## config.mk

```make
export PLATFORM = sky130hd
export DESIGN_NAME = npc_bp_flat
export DESIGN_NICKNAME = d
export VERILOG_FILES = /design/src/rtl/npc_pkg.sv /design/src/rtl/npc_bp_if.sv /design/src/rtl/npc_btb.sv /design/src/rtl/npc_bp.sv /design/src/flat_wrapper.sv
export SDC_FILE = /design/constraint.sdc
export NUM_CORES = 2
export LEC_CHECK = 0
export BUFFER_PORTS_ARGS = -buffer_cell sky130_fd_sc_hd__buf_4
export CORE_MARGIN = 4
export CORE_UTILIZATION = 25
export DETAILED_ROUTE_END_ITERATION = 8
export PLACE_DENSITY = 0.36
export SETUP_SLACK_MARGIN = 0.2
export SLEW_MARGIN = 20
export SYNTH_ARGS = -nofsm -noshare
export SYNTH_HDL_FRONTEND = slang
export SYNTH_SLANG_ARGS = --single-unit
```

## constraint.sdc

```tcl
create_clock -name clk -period 8.59 [get_ports clk]
set_clock_uncertainty 0.05 [all_clocks]
set_input_delay 1.2885 -clock clk [delete_from_list [all_inputs] [get_ports clk]]
set_output_delay 1.2885 -clock clk [all_outputs]
set_load 0.01 [all_outputs]
```

## src/rtl/npc_pkg.sv

```systemverilog
// Shared types and constants for the next-PC generator and its branch target buffer.
// Holds the nPC_sel encoding, counter states and the BTB entry layout.
package npc_pkg;

  localparam logic [31:0] DEFAULT_RESET_PC = 32'h0000_3000;

  typedef enum logic [1:0] {
    NPC_SEQ = 2'b00,
    NPC_BR  = 2'b01,
    NPC_J   = 2'b10,
    NPC_JR  = 2'b11
  } npc_sel_e;

  localparam logic [1:0] CTR_SNT = 2'b00;
  localparam logic [1:0] CTR_WNT = 2'b01;
  localparam logic [1:0] CTR_WT  = 2'b10;
  localparam logic [1:0] CTR_ST  = 2'b11;

  // Wide enough for the smallest BTB (two entries); larger BTBs leave the top bits zero.
  typedef logic [29:0] btb_tag_t;

  typedef struct packed {
    logic        valid;
    btb_tag_t    tag;
    logic [31:0] target;
    logic [1:0]  ctr;
  } btb_entry_t;

  typedef enum logic [1:0] {
    BTB_ALLOC,
    BTB_UPDATE,
    BTB_INVAL
  } btb_wr_mode_e;

  function automatic btb_tag_t btb_tag(input logic [31:0] pc, input int unsigned idx_bits);
    return btb_tag_t'(pc >> (idx_bits + 2));
  endfunction

  function automatic logic [1:0] ctr_step(input logic [1:0] ctr, input logic taken);
    if (taken) return (ctr == CTR_ST)  ? CTR_ST  : ctr + 2'd1;
    else       return (ctr == CTR_SNT) ? CTR_SNT : ctr - 2'd1;
  endfunction

endpackage

```

## src/rtl/npc_bp_if.sv

```systemverilog
// F-stage prediction outputs and D-stage resolve inputs of the next-PC generator.
// The slave side is the generator; the master side is the surrounding pipeline.
interface npc_bp_if;

  logic        stall;
  logic [31:0] pc;
  logic [31:0] pc_plus_4;
  logic [31:0] pred_npc;
  logic        pred_taken;
  logic        d_valid;
  logic [31:0] d_pc;
  logic [31:0] d_pred_npc;
  logic [1:0]  d_npc_sel;
  logic        d_cmp_taken;
  logic [25:0] d_imm26;
  logic [31:0] d_ext32;
  logic [31:0] d_rs;
  logic        flush_fd;
  logic [31:0] mispredict_cnt;

  modport slave (
    input  stall, d_valid, d_pc, d_pred_npc, d_npc_sel, d_cmp_taken, d_imm26, d_ext32, d_rs,
    output pc, pc_plus_4, pred_npc, pred_taken, flush_fd, mispredict_cnt
  );

  modport master (
    output stall, d_valid, d_pc, d_pred_npc, d_npc_sel, d_cmp_taken, d_imm26, d_ext32, d_rs,
    input  pc, pc_plus_4, pred_npc, pred_taken, flush_fd, mispredict_cnt
  );

endinterface

```

## src/rtl/npc_btb.sv

```systemverilog
// Direct-mapped branch target buffer: combinational lookup by fetch PC, one synchronous
// write port whose update/invalidate modes are qualified by their own tag compare.
module npc_btb
  import npc_pkg::*;
#(
  parameter int unsigned ENTRIES = 16
) (
  input  logic         clk,
  input  logic         rst_n,
  input  logic [31:0]  rd_pc,
  output logic         rd_taken,
  output logic [31:0]  rd_target,
  input  logic         wr_en,
  input  btb_wr_mode_e wr_mode,
  input  logic [31:0]  wr_pc,
  input  logic [31:0]  wr_target,
  input  logic [1:0]   wr_ctr,
  input  logic         wr_taken
);

  localparam int unsigned IDX = $clog2(ENTRIES);

  btb_entry_t     mem_q [ENTRIES];
  btb_entry_t     mem_d [ENTRIES];
  logic [IDX-1:0] rd_idx;
  logic [IDX-1:0] wr_idx;
  btb_tag_t       rd_tag;
  btb_tag_t       wr_tag;
  logic           wr_hit;

  assign rd_idx = rd_pc[IDX+1:2];
  assign wr_idx = wr_pc[IDX+1:2];
  assign rd_tag = btb_tag(rd_pc, IDX);
  assign wr_tag = btb_tag(wr_pc, IDX);

  // Lookup reads the registered array, so a same-cycle write is seen only from the next cycle.
  assign rd_taken  = mem_q[rd_idx].valid && (mem_q[rd_idx].tag == rd_tag) && mem_q[rd_idx].ctr[1];
  assign rd_target = mem_q[rd_idx].target;
  assign wr_hit    = mem_q[wr_idx].valid && (mem_q[wr_idx].tag == wr_tag);

  always_comb begin
    mem_d = mem_q;
    if (wr_en) begin
      case (wr_mode)
        BTB_ALLOC: mem_d[wr_idx] = '{valid: 1'b1, tag: wr_tag, target: wr_target, ctr: wr_ctr};
        BTB_UPDATE: begin
          // A branch that misses only earns an entry once it has actually been taken.
          if (wr_hit) begin
            mem_d[wr_idx].target = wr_target;
            mem_d[wr_idx].ctr    = ctr_step(mem_q[wr_idx].ctr, wr_taken);
          end else if (wr_taken) begin
            mem_d[wr_idx] = '{valid: 1'b1, tag: wr_tag, target: wr_target, ctr: wr_ctr};
          end
        end
        BTB_INVAL: if (wr_hit) mem_d[wr_idx].valid = 1'b0;
        default: ;
      endcase
    end
  end

  // NOTE: this array is reset on purpose -- stale valid bits would predict garbage after
  // reset; plain data RAMs are normally left unreset so they can map onto memory macros.
  always_ff @(posedge clk or negedge rst_n) begin
    if (!rst_n) begin
      for (int i = 0; i < int'(ENTRIES); i++) begin
        mem_q[i] <= '{valid: 1'b0, tag: '0, target: '0, ctr: CTR_WNT};
      end
    end else begin
      mem_q <= mem_d;
    end
  end

endmodule

```

## src/rtl/npc_bp.sv

```systemverilog
// F-stage next-PC generator: fetch PC register, BTB prediction, D-stage resolution
// with one-cycle redirect on mispredict, and a wrapping mispredict counter.
module npc_bp
  import npc_pkg::*;
#(
  parameter logic [31:0] RESET_PC    = DEFAULT_RESET_PC,
  parameter int unsigned BTB_ENTRIES = 16
) (
  input logic     clk,
  input logic     rst_n,
  npc_bp_if.slave bus
);

  logic [31:0]  pc_q;
  logic [31:0]  pc_d;
  logic [31:0]  mispredict_cnt_q;
  logic [31:0]  mispredict_cnt_d;
  logic [31:0]  pred_npc;
  logic         btb_taken;
  logic [31:0]  btb_target;
  logic [31:0]  d_pc_plus_4;
  logic [31:0]  br_target;
  logic [31:0]  j_target;
  logic [31:0]  actual_npc;
  npc_sel_e     sel;
  logic         resolve;
  logic         mispredict;
  btb_wr_mode_e wr_mode;
  logic [31:0]  wr_target;
  logic [1:0]   wr_ctr;

  npc_btb #(
    .ENTRIES(BTB_ENTRIES)
  ) u_btb (
    .clk      (clk),
    .rst_n    (rst_n),
    .rd_pc    (pc_q),
    .rd_taken (btb_taken),
    .rd_target(btb_target),
    .wr_en    (resolve),
    .wr_mode  (wr_mode),
    .wr_pc    (bus.d_pc),
    .wr_target(wr_target),
    .wr_ctr   (wr_ctr),
    .wr_taken (bus.d_cmp_taken)
  );

  assign pred_npc = btb_taken ? btb_target : pc_q + 32'd4;

  assign sel         = npc_sel_e'(bus.d_npc_sel);
  assign d_pc_plus_4 = bus.d_pc + 32'd4;
  assign br_target   = d_pc_plus_4 + (bus.d_ext32 << 2);
  assign j_target    = {bus.d_pc[31:28], bus.d_imm26, 2'b00};

  // Branch entries always store the taken target, even when resolved not-taken.
  always_comb begin
    // NOTE: every variable gets a default before the case so no path leaves it unassigned,
    // which would otherwise infer a latch.
    actual_npc = d_pc_plus_4;
    wr_mode    = BTB_INVAL;
    wr_target  = br_target;
    wr_ctr     = CTR_WT;
    case (sel)
      NPC_SEQ: ;
      NPC_BR: begin
        actual_npc = bus.d_cmp_taken ? br_target : d_pc_plus_4;
        wr_mode    = BTB_UPDATE;
      end
      NPC_J: begin
        actual_npc = j_target;
        wr_mode    = BTB_ALLOC;
        wr_target  = j_target;
        wr_ctr     = CTR_ST;
      end
      NPC_JR: actual_npc = bus.d_rs;
      default: ;
    endcase
  end

  // Gating with rst_n keeps flush_fd low while reset is held, whatever D presents.
  assign resolve    = rst_n && bus.d_valid && !bus.stall;
  assign mispredict = resolve && (actual_npc != bus.d_pred_npc);

  always_comb begin
    pc_d = pred_npc;
    if (mispredict)     pc_d = actual_npc;
    else if (bus.stall) pc_d = pc_q;
  end

  assign mispredict_cnt_d = mispredict_cnt_q + {31'd0, mispredict};

  // NOTE: sequential state uses non-blocking assignments so every flop samples
  // pre-edge values regardless of process ordering.
  always_ff @(posedge clk or negedge rst_n) begin
    if (!rst_n) begin
      pc_q             <= RESET_PC;
      mispredict_cnt_q <= '0;
    end else begin
      pc_q             <= pc_d;
      mispredict_cnt_q <= mispredict_cnt_d;
    end
  end

  assign bus.pc             = pc_q;
  assign bus.pc_plus_4      = pc_q + 32'd4;
  assign bus.pred_npc       = pred_npc;
  assign bus.pred_taken     = btb_taken;
  assign bus.flush_fd       = mispredict;
  assign bus.mispredict_cnt = mispredict_cnt_q;

endmodule

```

## src/flat_wrapper.sv

```systemverilog
// flat-port wrapper written by rule: the top's interface ports become plain ports
module npc_bp_flat import npc_pkg::*;
#(
  parameter logic [31:0] RESET_PC    = DEFAULT_RESET_PC,
  parameter int unsigned BTB_ENTRIES = 16
)
  (clk, rst_n, bus_stall, bus_d_valid, bus_d_pc, bus_d_pred_npc, bus_d_npc_sel, bus_d_cmp_taken, bus_d_imm26, bus_d_ext32, bus_d_rs, bus_pc, bus_pc_plus_4, bus_pred_npc, bus_pred_taken, bus_flush_fd, bus_mispredict_cnt);
  npc_bp_if bus_i ();
  input logic clk;
  input logic rst_n;
  input wire logic [$bits(bus_i.stall)-1:0] bus_stall;
  input wire logic [$bits(bus_i.d_valid)-1:0] bus_d_valid;
  input wire logic [$bits(bus_i.d_pc)-1:0] bus_d_pc;
  input wire logic [$bits(bus_i.d_pred_npc)-1:0] bus_d_pred_npc;
  input wire logic [$bits(bus_i.d_npc_sel)-1:0] bus_d_npc_sel;
  input wire logic [$bits(bus_i.d_cmp_taken)-1:0] bus_d_cmp_taken;
  input wire logic [$bits(bus_i.d_imm26)-1:0] bus_d_imm26;
  input wire logic [$bits(bus_i.d_ext32)-1:0] bus_d_ext32;
  input wire logic [$bits(bus_i.d_rs)-1:0] bus_d_rs;
  output wire logic [$bits(bus_i.pc)-1:0] bus_pc;
  output wire logic [$bits(bus_i.pc_plus_4)-1:0] bus_pc_plus_4;
  output wire logic [$bits(bus_i.pred_npc)-1:0] bus_pred_npc;
  output wire logic [$bits(bus_i.pred_taken)-1:0] bus_pred_taken;
  output wire logic [$bits(bus_i.flush_fd)-1:0] bus_flush_fd;
  output wire logic [$bits(bus_i.mispredict_cnt)-1:0] bus_mispredict_cnt;
  assign bus_i.stall = bus_stall;
  assign bus_i.d_valid = bus_d_valid;
  assign bus_i.d_pc = bus_d_pc;
  assign bus_i.d_pred_npc = bus_d_pred_npc;
  assign bus_i.d_npc_sel = bus_d_npc_sel;
  assign bus_i.d_cmp_taken = bus_d_cmp_taken;
  assign bus_i.d_imm26 = bus_d_imm26;
  assign bus_i.d_ext32 = bus_d_ext32;
  assign bus_i.d_rs = bus_d_rs;
  assign bus_pc = bus_i.pc;
  assign bus_pc_plus_4 = bus_i.pc_plus_4;
  assign bus_pred_npc = bus_i.pred_npc;
  assign bus_pred_taken = bus_i.pred_taken;
  assign bus_flush_fd = bus_i.flush_fd;
  assign bus_mispredict_cnt = bus_i.mispredict_cnt;
  npc_bp #(.RESET_PC(RESET_PC), .BTB_ENTRIES(BTB_ENTRIES)) u_core (.clk(clk), .rst_n(rst_n), .bus(bus_i));
endmodule
```

==> metrics.md <==
| Metric | Value |
|---|---|
| Total routing usage reported by global routing | 0.2412 |
| Worst Max-Slew Pin Slew | 1.180 ns |
| Die outline height | 488.0 um |
| Largest cells by area after synthesis | sky130_fd_sc_hd__dfrtp_1 (47%), sky130_fd_sc_hd__mux4_2 (14%), sky130_fd_sc_hd__a22o_1 (14%), sky130_fd_sc_hd__xnor2_1 (2.1%), sky130_fd_sc_hd__clkbuf_1 (1.7%) |
| Layout cells sized above 1 | 0.2539 |
| Fill count | 23.00k |
| Hold buffer count at cts | 0 |
| Post-synthesis cell count | 4649 |
| Vias per Instance | 5.725 |
| Area taken by multi-input logic gates | 28140 um2 |
| Number of H-tree levels | 4 |
| Launching element type of the critical path | input pin |
| Total Neg Setup Slack | 0 ns |
| Top Ports | 291 |
| Maximum operating frequency | 0.1208 GHz |
| Count of endpoints failing setup in the final report | 0 |
| DRC Markers | 0 |
| Initial Util | 0.2522 |
| Count of nets left with antenna violations after detail routing | 0 |
| Highest fanout seen on the critical path | 26 |
| Via count of the first global-routing pass | 46.05k |
| Leakage power figure | 30.26 nW |
| Max Root-Sink Buffers | 3 |
| Post-synth top cells | sky130_fd_sc_hd__dfrtp_1 (1086), sky130_fd_sc_hd__a22o_1 (922), sky130_fd_sc_hd__mux4_2 (363) |
| Mean area per synthesized cell | 12.39 um2 |
| Max-Cap Viols | 0 |
| Final net count | 5065 |
| Number of enable flip-flop cells after synthesis | 0 |
| Final max-slew violation count | 0 |
| Routed WL | 293.3 mm |
| Class of the most critical hold timing path | in2async |
| Proportion of register bits with asynchronous set or reset after synthesis | 1.000 |
| Arrival time of the worst setup path | 6.94 ns |
| Cts bufs inserted | 140 |
| CP Capture Type | output port |
| Post-synth net total | 4853 |
| Final worst path period need | 8.281 ns |
| Clock network latency to the later pin of the worst-skew pair | 0.82 ns |
| Area enclosed by the die boundary | 238200 um2 |
| Cell type with the highest aggregate area in the netlist | sky130_fd_sc_hd__dfrtp_1 |
| Yosys warns | 0 |
| Antenna violations before repair | 12 |
| Routed len/inst | 36.75 um |
| RSZ-0062 raised after global routing | no |
| Cell with the most instances after synthesis | sky130_fd_sc_hd__dfrtp_1 |
| Number of flip-flops and latches in the synthesized netlist | 1104 |
| Number of distinct library cells after synthesis | 83 |
| Pin count of the biggest net entering global routing | 168 |
| Remaining global-route overflow | 0 |
| Wire length of the first global-routing pass | 402.2 mm |
| Number of sinks driven by the clock tree | 1104 |
| CTS tree | built |
| Final Hold Violating Endpoints | 0 |
| Area growth from synthesis to layout | 19.82% |
| Power after layout | 15.72 mW |
| Run status | complete, no violations |
| Number of design-rule violations left by the first detailed-router iteration | 4728 |
| Gpl congestion | 0.9067 |
| Power density relative to cell area | 227.7 nW/um2 |
| Register clock-pin slew on the reported worst setup and hold paths | 0.06 ns |
| Sequential cell area | 27660 um2 |
| Root buffer selected by CTS | sky130_fd_sc_hd__clkbuf_16 |
| Worst Setup Path Type | in2out |
| Count of TritonRoute iterations in the first routing pass | 6 |
| Worst endpoint required time | 7.25 ns |
| Die boundary width | 488.0 um |
| DP Wirelength | 190.6 mm |
| DR vias | 45.70k |
| Number of port buffers | 288 |
| Highest ir drop seen on vdd | 0.0001410 V |
| Core Area | 228400 um2 |
| # rows | 175 |
| Slew Limit Headroom | 0.2101 |
| Sequential element share of the synthesized area | 0.4800 |
| Postcts setup bufs | 0 |
| Cell area after technology mapping | 57610 um2 |
| Most frequently used flop master after synthesis | sky130_fd_sc_hd__dfrtp_1 |
| Part of the cycle the worst path needs | 0.9640 |
| Proportion of netlist area held by the largest area contributor | 0.4718 |
==> final timing paths <==
kind                                          from                       to  slack [ns]  cells past startpoint
max reg2reg                       u_core.bus.pc[4]        u_core.bus.pc[21]        2.88                     10
min reg2reg                u_core.u_btb.mem_q[324]  u_core.u_btb.mem_q[324]        0.42                      1
min in group clk           u_core.u_btb.mem_q[324]  u_core.u_btb.mem_q[324]        0.42                      1
min                                          rst_n  u_core.u_btb.mem_q[605]        0.32                      1
max in group asynchronous                    rst_n  u_core.u_btb.mem_q[503]        5.50                      4
max                                    bus_d_pc[2]             bus_flush_fd        0.31                     21
==> critical path, stage by stage <==
cell and delay [ns]:
sky130_fd_sc_hd__buf_8 0.19, sky130_fd_sc_hd__buf_12 0.28, sky130_fd_sc_hd__inv_1 0.07, sky130_fd_sc_hd__buf_4 0.22, sky130_fd_sc_hd__ha_1 0.58, sky130_fd_sc_hd__inv_1 0.14
sky130_fd_sc_hd__fa_1 0.43, sky130_fd_sc_hd__nand2b_1 0.18, sky130_fd_sc_hd__a211oi_1 0.25, sky130_fd_sc_hd__buf_4 0.20, sky130_fd_sc_hd__o21ai_0 0.18, sky130_fd_sc_hd__o31ai_1 0.47
sky130_fd_sc_hd__buf_4 0.21, sky130_fd_sc_hd__mux2i_1 0.26, sky130_fd_sc_hd__nor3_1 0.08, sky130_fd_sc_hd__a2111oi_1 0.54, sky130_fd_sc_hd__buf_4 0.20, sky130_fd_sc_hd__and4_1 0.17
sky130_fd_sc_hd__nand4_1 0.24, sky130_fd_sc_hd__o31a_2 0.50, sky130_fd_sc_hd__buf_4 0.17
==> flip-flops by register name, summed over array words and instances, names as in the netlist <==
register and flops:
u_core.bus.mispredict_cnt 32, u_core.u_btb.mem_q 1040, u_core.bus.pc 32
==> kinds of logic (layout without fill, tap and decap cells) <==
| group | Yosys count | count (layout) | share of synthesized area |
|---|---|---|---|
| and+or+nand+nor | 832 | 832 | 0.07328 |
| DFF | 1104 | 1104 | 0.4800 |
| xor gates and xnor gates | 179 | 179 | 0.02722 |
| other | 0 | 7 | 0 |
| muxes | 473 | 473 | 0.1615 |
| AOI/OAI and AO/OA | 1494 | 1494 | 0.2091 |
| buffers and inverters | 522 | 839 | 0.03912 |
| adders and majority gates | 45 | 45 | 0.009818 |
==> metal layers <==
layer / part of all wire / global-route usage
met1: 0.44 / 0.3351
met2: 0.46 / 0.3827
met3: 0.060 / 0.03688
met4: 0.039 / 0.08400
met5: 0.000092 / 0
==> layout by cell type (no fill, tap or decap), types with 99 or more instances in the layout <==
master,synthesis,routed
sky130_fd_sc_hd__and2_1,99,99
sky130_fd_sc_hd__buf_4,10,505
sky130_fd_sc_hd__a21oi_1,106,106
sky130_fd_sc_hd__nor2_1,149,133
sky130_fd_sc_hd__a22o_1,922,922
sky130_fd_sc_hd__dfrtp_1,1086,1082
sky130_fd_sc_hd__xnor2_1,138,136
sky130_fd_sc_hd__nand2_1,246,234
sky130_fd_sc_hd__mux4_2,363,363
sky130_fd_sc_hd__clkbuf_16,0,141
==> area by class of cell <==
class | instances | share of cell area
diodes | 7 | 0.0002538
clock buffers | 212 | 0.05918
clock inverters | 35 | 0.008393
inverters | 46 | 0.002556
multi-input cells | 3023 | 0.4077
flip-flops and latches | 1104 | 0.4007
well taps | 3009 | 0.05454
repair buffers | 546 | 0.06665
==> stage by stage <==
stage	instance area (um2)	setup slack (ns)	util	std cells	hold WS (ns)
3_5_place_dp	64310	0.02153	0.2816	7728	0.4080
5_1_grt	69010	0.2008	0.3022	7977	0.2972
2_1_floorplan	57610	1.261	-	4649	0.3912
4_1_cts	68970	0.2647	0.3020	7975	0.2745
6_report	69030	0.3090	0.3022	7982	0.3197
3_3_place_gp	64260	-0.005453	0.2814	7727	0.3994
==> timing repair <==
| item | CTS | global route |
|---|---|---|
| gates resized for setup | 2 | 8 |
| setup endpoints to repair | 1 | 1 |
| cloned | 0 | 0 |
==> where the power goes <==
part	internal, mW	total (mW)	switching (mW)
clock	3.47	6.04	2.57
sequential	5.43	5.76	0.330
combinational	1.35	3.91	2.56
total	10.3	15.7	5.46
Note: power is estimated with default switching activity, not from simulation.
